===== src/rtl/servant_clock_seq.sv =====
// Lock-qualified reset sequencer with per-channel divided clock-enable pulses.
// Optional lock-loss counter enabled by defining SERVANT_CLOCK_SEQ_LOSS_CNT_EN.
module servant_clock_seq #(
  parameter int unsigned CHANNELS = 2,
  parameter int unsigned DIV_W    = 8,
  parameter int unsigned RST_HOLD = 16
) (
  input  logic                      i_clk,
  input  logic                      i_rst,
  input  logic                      i_locked,
  input  logic [CHANNELS-1:0]       i_ch_en,
  input  logic [CHANNELS*DIV_W-1:0] i_div,
  output logic [CHANNELS-1:0]       o_ce,
  output logic                      o_rst,
  output logic [7:0]                o_lock_loss
);

  localparam int unsigned HOLD_W = 16;
  localparam logic [HOLD_W-1:0] HOLD_LAST = HOLD_W'(RST_HOLD - 1);

  typedef enum logic [1:0] {
    WAIT_LOCK = 2'd0,
    HOLD      = 2'd1,
    RUN       = 2'd2
  } state_t;

  state_t                           state;
  logic                             lock_meta;
  logic                             lock_s;
  logic [HOLD_W-1:0]                hold_cnt;
  logic [CHANNELS-1:0][DIV_W-1:0]   cnt;
  logic [CHANNELS-1:0][DIV_W-1:0]   div_r;
  logic [CHANNELS-1:0]              en_r;
  logic                             enter_run;
  logic                             stay_run;

  // i_locked is asynchronous; only lock_s may be used downstream
  always_ff @(posedge i_clk) begin
    if (i_rst) begin
      lock_meta <= 1'b0;
      lock_s    <= 1'b0;
    end else begin
      lock_meta <= i_locked;
      lock_s    <= lock_meta;
    end
  end

  assign enter_run = (state == HOLD) && lock_s && (hold_cnt == HOLD_LAST);
  assign stay_run  = (state == RUN) && lock_s;

  // Lock qualification: require RST_HOLD consecutive locked cycles before RUN
  always_ff @(posedge i_clk) begin
    if (i_rst) begin
      state    <= WAIT_LOCK;
      hold_cnt <= '0;
    end else begin
      case (state)
        WAIT_LOCK: begin
          if (lock_s) begin
            state    <= HOLD;
            hold_cnt <= '0;
          end
        end
        HOLD: begin
          if (!lock_s) begin
            state    <= WAIT_LOCK;
            hold_cnt <= '0;
          end else begin
            hold_cnt <= hold_cnt + HOLD_W'(1);
            if (hold_cnt == HOLD_LAST) state <= RUN;
          end
        end
        RUN: begin
          if (!lock_s) state <= WAIT_LOCK;
        end
        default: begin
          state    <= WAIT_LOCK;
          hold_cnt <= '0;
        end
      endcase
    end
  end

  assign o_rst = (state != RUN);

  // Divider settings are only sampled at period boundaries so no period is cut short
  always_ff @(posedge i_clk) begin
    for (int unsigned ch = 0; ch < CHANNELS; ch++) begin
      if (i_rst) begin
        cnt[ch]   <= '0;
        div_r[ch] <= '0;
        en_r[ch]  <= 1'b0;
        o_ce[ch]  <= 1'b0;
      end else if (enter_run) begin
        cnt[ch]   <= '0;
        div_r[ch] <= i_div[ch*DIV_W +: DIV_W];
        en_r[ch]  <= i_ch_en[ch];
        o_ce[ch]  <= 1'b0;
      end else if (!stay_run) begin
        cnt[ch]   <= '0;
        o_ce[ch]  <= 1'b0;
      end else if (cnt[ch] == div_r[ch]) begin
        cnt[ch]   <= '0;
        o_ce[ch]  <= en_r[ch];
        div_r[ch] <= i_div[ch*DIV_W +: DIV_W];
        en_r[ch]  <= i_ch_en[ch];
      end else begin
        cnt[ch]   <= cnt[ch] + DIV_W'(1);
        o_ce[ch]  <= 1'b0;
      end
    end
  end

`ifdef SERVANT_CLOCK_SEQ_LOSS_CNT_EN
  logic leave_run;
  assign leave_run = (state == RUN) && !lock_s;

  // Saturating count of lock drops while running
  always_ff @(posedge i_clk) begin
    if (i_rst) begin
      o_lock_loss <= 8'd0;
    end else if (leave_run && (o_lock_loss != 8'hFF)) begin
      o_lock_loss <= o_lock_loss + 8'd1;
    end
  end
`else
  assign o_lock_loss = 8'd0;
`endif

endmodule


===== config.mk =====
export PLATFORM = sky130hd
export DESIGN_NAME = servant_clock_seq
export DESIGN_NICKNAME = d
export VERILOG_FILES = /design/src/rtl/servant_clock_seq.sv
export SDC_FILE = /design/constraint.sdc
export NUM_CORES = 1
export LEC_CHECK = 0
export BUFFER_PORTS_ARGS = -buffer_cell sky130_fd_sc_hd__buf_2
export CELL_PAD_IN_SITES_DETAIL_PLACEMENT = 1
export CELL_PAD_IN_SITES_GLOBAL_PLACEMENT = 2
export CORE_MARGIN = 2
export CORE_UTILIZATION = 34
export DETAILED_ROUTE_END_ITERATION = 7
export PLACE_DENSITY_LB_ADDON = 0.1
export REMOVE_ABC_BUFFERS = 1
export SLEW_MARGIN = 0
export SYNTH_ARGS = -nofsm -noshare
export SYNTH_HDL_FRONTEND = slang
export SYNTH_SLANG_ARGS = --single-unit

===== constraint.sdc =====
create_clock -name i_clk -period 2.7 [get_ports i_clk]
set_clock_uncertainty 0.1 [all_clocks]
set_input_delay 0.54 -clock i_clk [delete_from_list [all_inputs] [get_ports i_clk]]
set_output_delay 0.54 -clock i_clk [all_outputs]
set_load 0.01 [all_outputs]

==> impl_metrics.ini <==
[drt]
ant_nets = 0
vias = 2072
wl_per_cell_um = 13.99
vias_per_cell = 4.910
drt-total-wl_mm = 5.905
drc = 0
drtIter0Drc = 84
dr.pass1.iters = 4

[synth]
ys_seq_area_share_pct = 43.77
synth_area_leader_cell = dfxtp_1
synth_warnings = 0
avgSynthCellArea_um2 = 8.595
synth_top_area_share_pct = 43.77
postSynthCellCount = 298
synthesis.area_um2 = 2561
synth.area.top_cells = dfxtp_1 (44%), xnor2_1 (9.6%), nand3_1 (7.0%), nor2_1 (5.3%), xor2_1 (4.8%)
yosysUniqueCellTypes = 31
synth_seq_cells = 56

[setup_path]
critPathLaunchType = flop
cp-end-kind = flop
critPathKind = reg2reg
path_max_fanout = 19
crit_arrival_ps = 2460
cp.required_ps = 2790

[finish]
diodes = 0
fillers = 927
design_area_um2 = 2840
final_nets = 346
layout-drive-gt1-share_pct = 12.38
areaGrowthSynthToFinish_pct = 10.89

[clock_network]
cts_setup_buffers = 0
holdBufCountCts = 0
numCtsBuffers = 5
clock_latency_ps = 310
cts_max_level = 2
cts_sinks = 56
ctsLongestPathBuffers = 2
tritoncts = done
clkTransAtPathRegs_ps = 100
cts_resized = 0
root_buffer = clkbuf_8

[global_routing]
grt_max_degree = 20
antenna_found_initial = 0
overflow = 0
grt_pass1_wl_mm = 10.36
grt_pass1_vias = 2008
grtUsageTotal_pct = 15.39

[sta]
fmax_mhz = 422.9
rsz0062_at_grt = false
relSlewSlack_pct = 54.35
hold_viol = 0
fin_crit_ps = 2365
fin_tns_setup_ps = 0
finalSetupViolCount = 0
drv_slew = 0
fin_crit_sh_pct = 87.58
worstMarginPinSlew_ps = 684.8

[placed_design]
dpl_cell_area_um2 = 2744
gp_congestion = 0.7069
portBuffers = 23
dp_hpwl_mm = 4.290

[status]
status = complete, no violations

[pwr]
p_leak_nw = 0.9434
power.density_nw_per_um2 = 478.9
ir_worst_vdd_v = 0.0001639

[min_path]
hold_class = in2reg

[run]
drv_cap = 0

[floorplan]
ios = 32
dieArea_um2 = 8243
die_h_um = 90.79
die_w_um = 90.79
core-area_um2 = 7292
rows = 31
start_util_pct = 35.12
[Yosys cell counts]
cell type,instances
a21o_1,1
a21oi_1,20
a21oi_2,1
and3_1,4
buf_1,2
buf_4,9
buf_6,3
clkbuf_1,5
conb_1,1
dfxtp_1,56
ha_1,3
inv_1,3
nand2_1,14
nand2b_1,3
nand3_1,36
nand3b_1,3
nand4_1,7
nand4b_1,1
nor2_1,36
nor2b_1,3
nor3_1,9
nor3_2,1
nor3b_1,1
nor4_1,4
o21ai_0,17
o21ai_1,3
o22a_1,6
or3_1,3
or4_4,1
xnor2_1,28
xor2_1,14
[placed cells by master (no fill, tap or decap)]
cell and n:
dfxtp_1 56, nand3_1 36, nor2_1 36, xnor2_1 28, buf_2 23, a21oi_1 20
o21ai_0 17, nand2_1 14, xor2_1 14, nor3_1 9, conb_1 8, nand4_1 7
o22a_1 6, clkbuf_8 6, buf_4 6, nor4_1 4, and3_1 4, nand2b_1 3
nor2b_1 3, nand3b_1 3, o21ai_1 3, inv_1 3, or3_1 3, ha_1 3
a21o_1 1, nand4b_1 1, or4_4 1, nor3_2 1, a21oi_2 1, nor3b_1 1
clkinv_2 1, inv_6 1
[area by class of cell]
type / instances / area [um^2] / area share [%]
Sequential cell: 56 / 1121 / 39.47
Multi-Input combinational cell: 227 / 1328 / 46.74
Clock inverter: 2 / 13.76 / 0.4846
Clock buffer: 6 / 82.58 / 2.907
Inverter: 3 / 11.26 / 0.3965
Tap cell: 99 / 123.9 / 4.361
Timing Repair Buffer: 29 / 160.2 / 5.639
[cell families after synthesis]
| kind of cell | synth area share (%) |
|---|---|
| compound gates | 10.50 |
| fa+ha+maj | 1.466 |
| flops | 43.77 |
| simple gates | 24.33 |
| other cells | 0.1464 |
| buf+inv | 5.422 |
| xor+xnor | 14.36 |
[path summary, 6_finish.rpt]
| check | start | to | slack, ps | cells after the start |
|---|---|---|---|---|
| worst max-delay path | hold_cnt[0] | div_r[11] | 340 | 6 |
| worst min-delay path | i_locked | lock_meta | 330 | 2 |
| worst max register to register | hold_cnt[0] | div_r[11] | 340 | 6 |
| worst min register to register | lock_meta | lock_s | 350 | 1 |
[sequential cells by signal, summed over array words and instances, names as in the netlist]
name	cells
hold_cnt	16
lock_meta	1
state	2
o_ce	2
lock_s	1
cnt	16
en_r	2
div_r	16
[layer usage]
metal | track usage (%) | part of all wire, %
met4 | 3.409 | 1.0
met5 | 0 | 0
met2 | 25.31 | 47
met1 | 20.95 | 50
met3 | 3.005 | 2.3
[worst max-delay path, stage by stage (launching register included)]
cell	delay, ps
dfxtp_1	390
ha_1	270
nand3_1	120
or4_4	450
or3_1	630
nand3_1	200
a21oi_1	80
[power breakdown]
| group | switching (mW) | leakage [nW] | total [mW] | internal [mW] |
|---|---|---|---|---|
| clock | 0.281 | 0.0516 | 0.492 | 0.211 |
| sequential | 0.000884 | 0.451 | 0.828 | 0.827 |
| combinational | 0.0244 | 0.441 | 0.0401 | 0.0157 |
| total | 0.307 | 0.943 | 1.36 | 1.05 |
[per-stage QoR]
stage               hold WS, ps  cells  setup slack [ps]  total power, mW  util [%]
finish                    332.8    422             335.4            1.360     38.95
CTS                       322.2    422             306.1            1.386     38.95
floorplan                 313.8    286             616.1           0.8607         -
global placement          317.3    414             373.1           0.8880     37.63
global route              352.3    422             152.1            1.424     38.95
detailed placement        327.2    414             322.6           0.8882     37.63
Note: power is estimated with default switching activity, not from simulation.
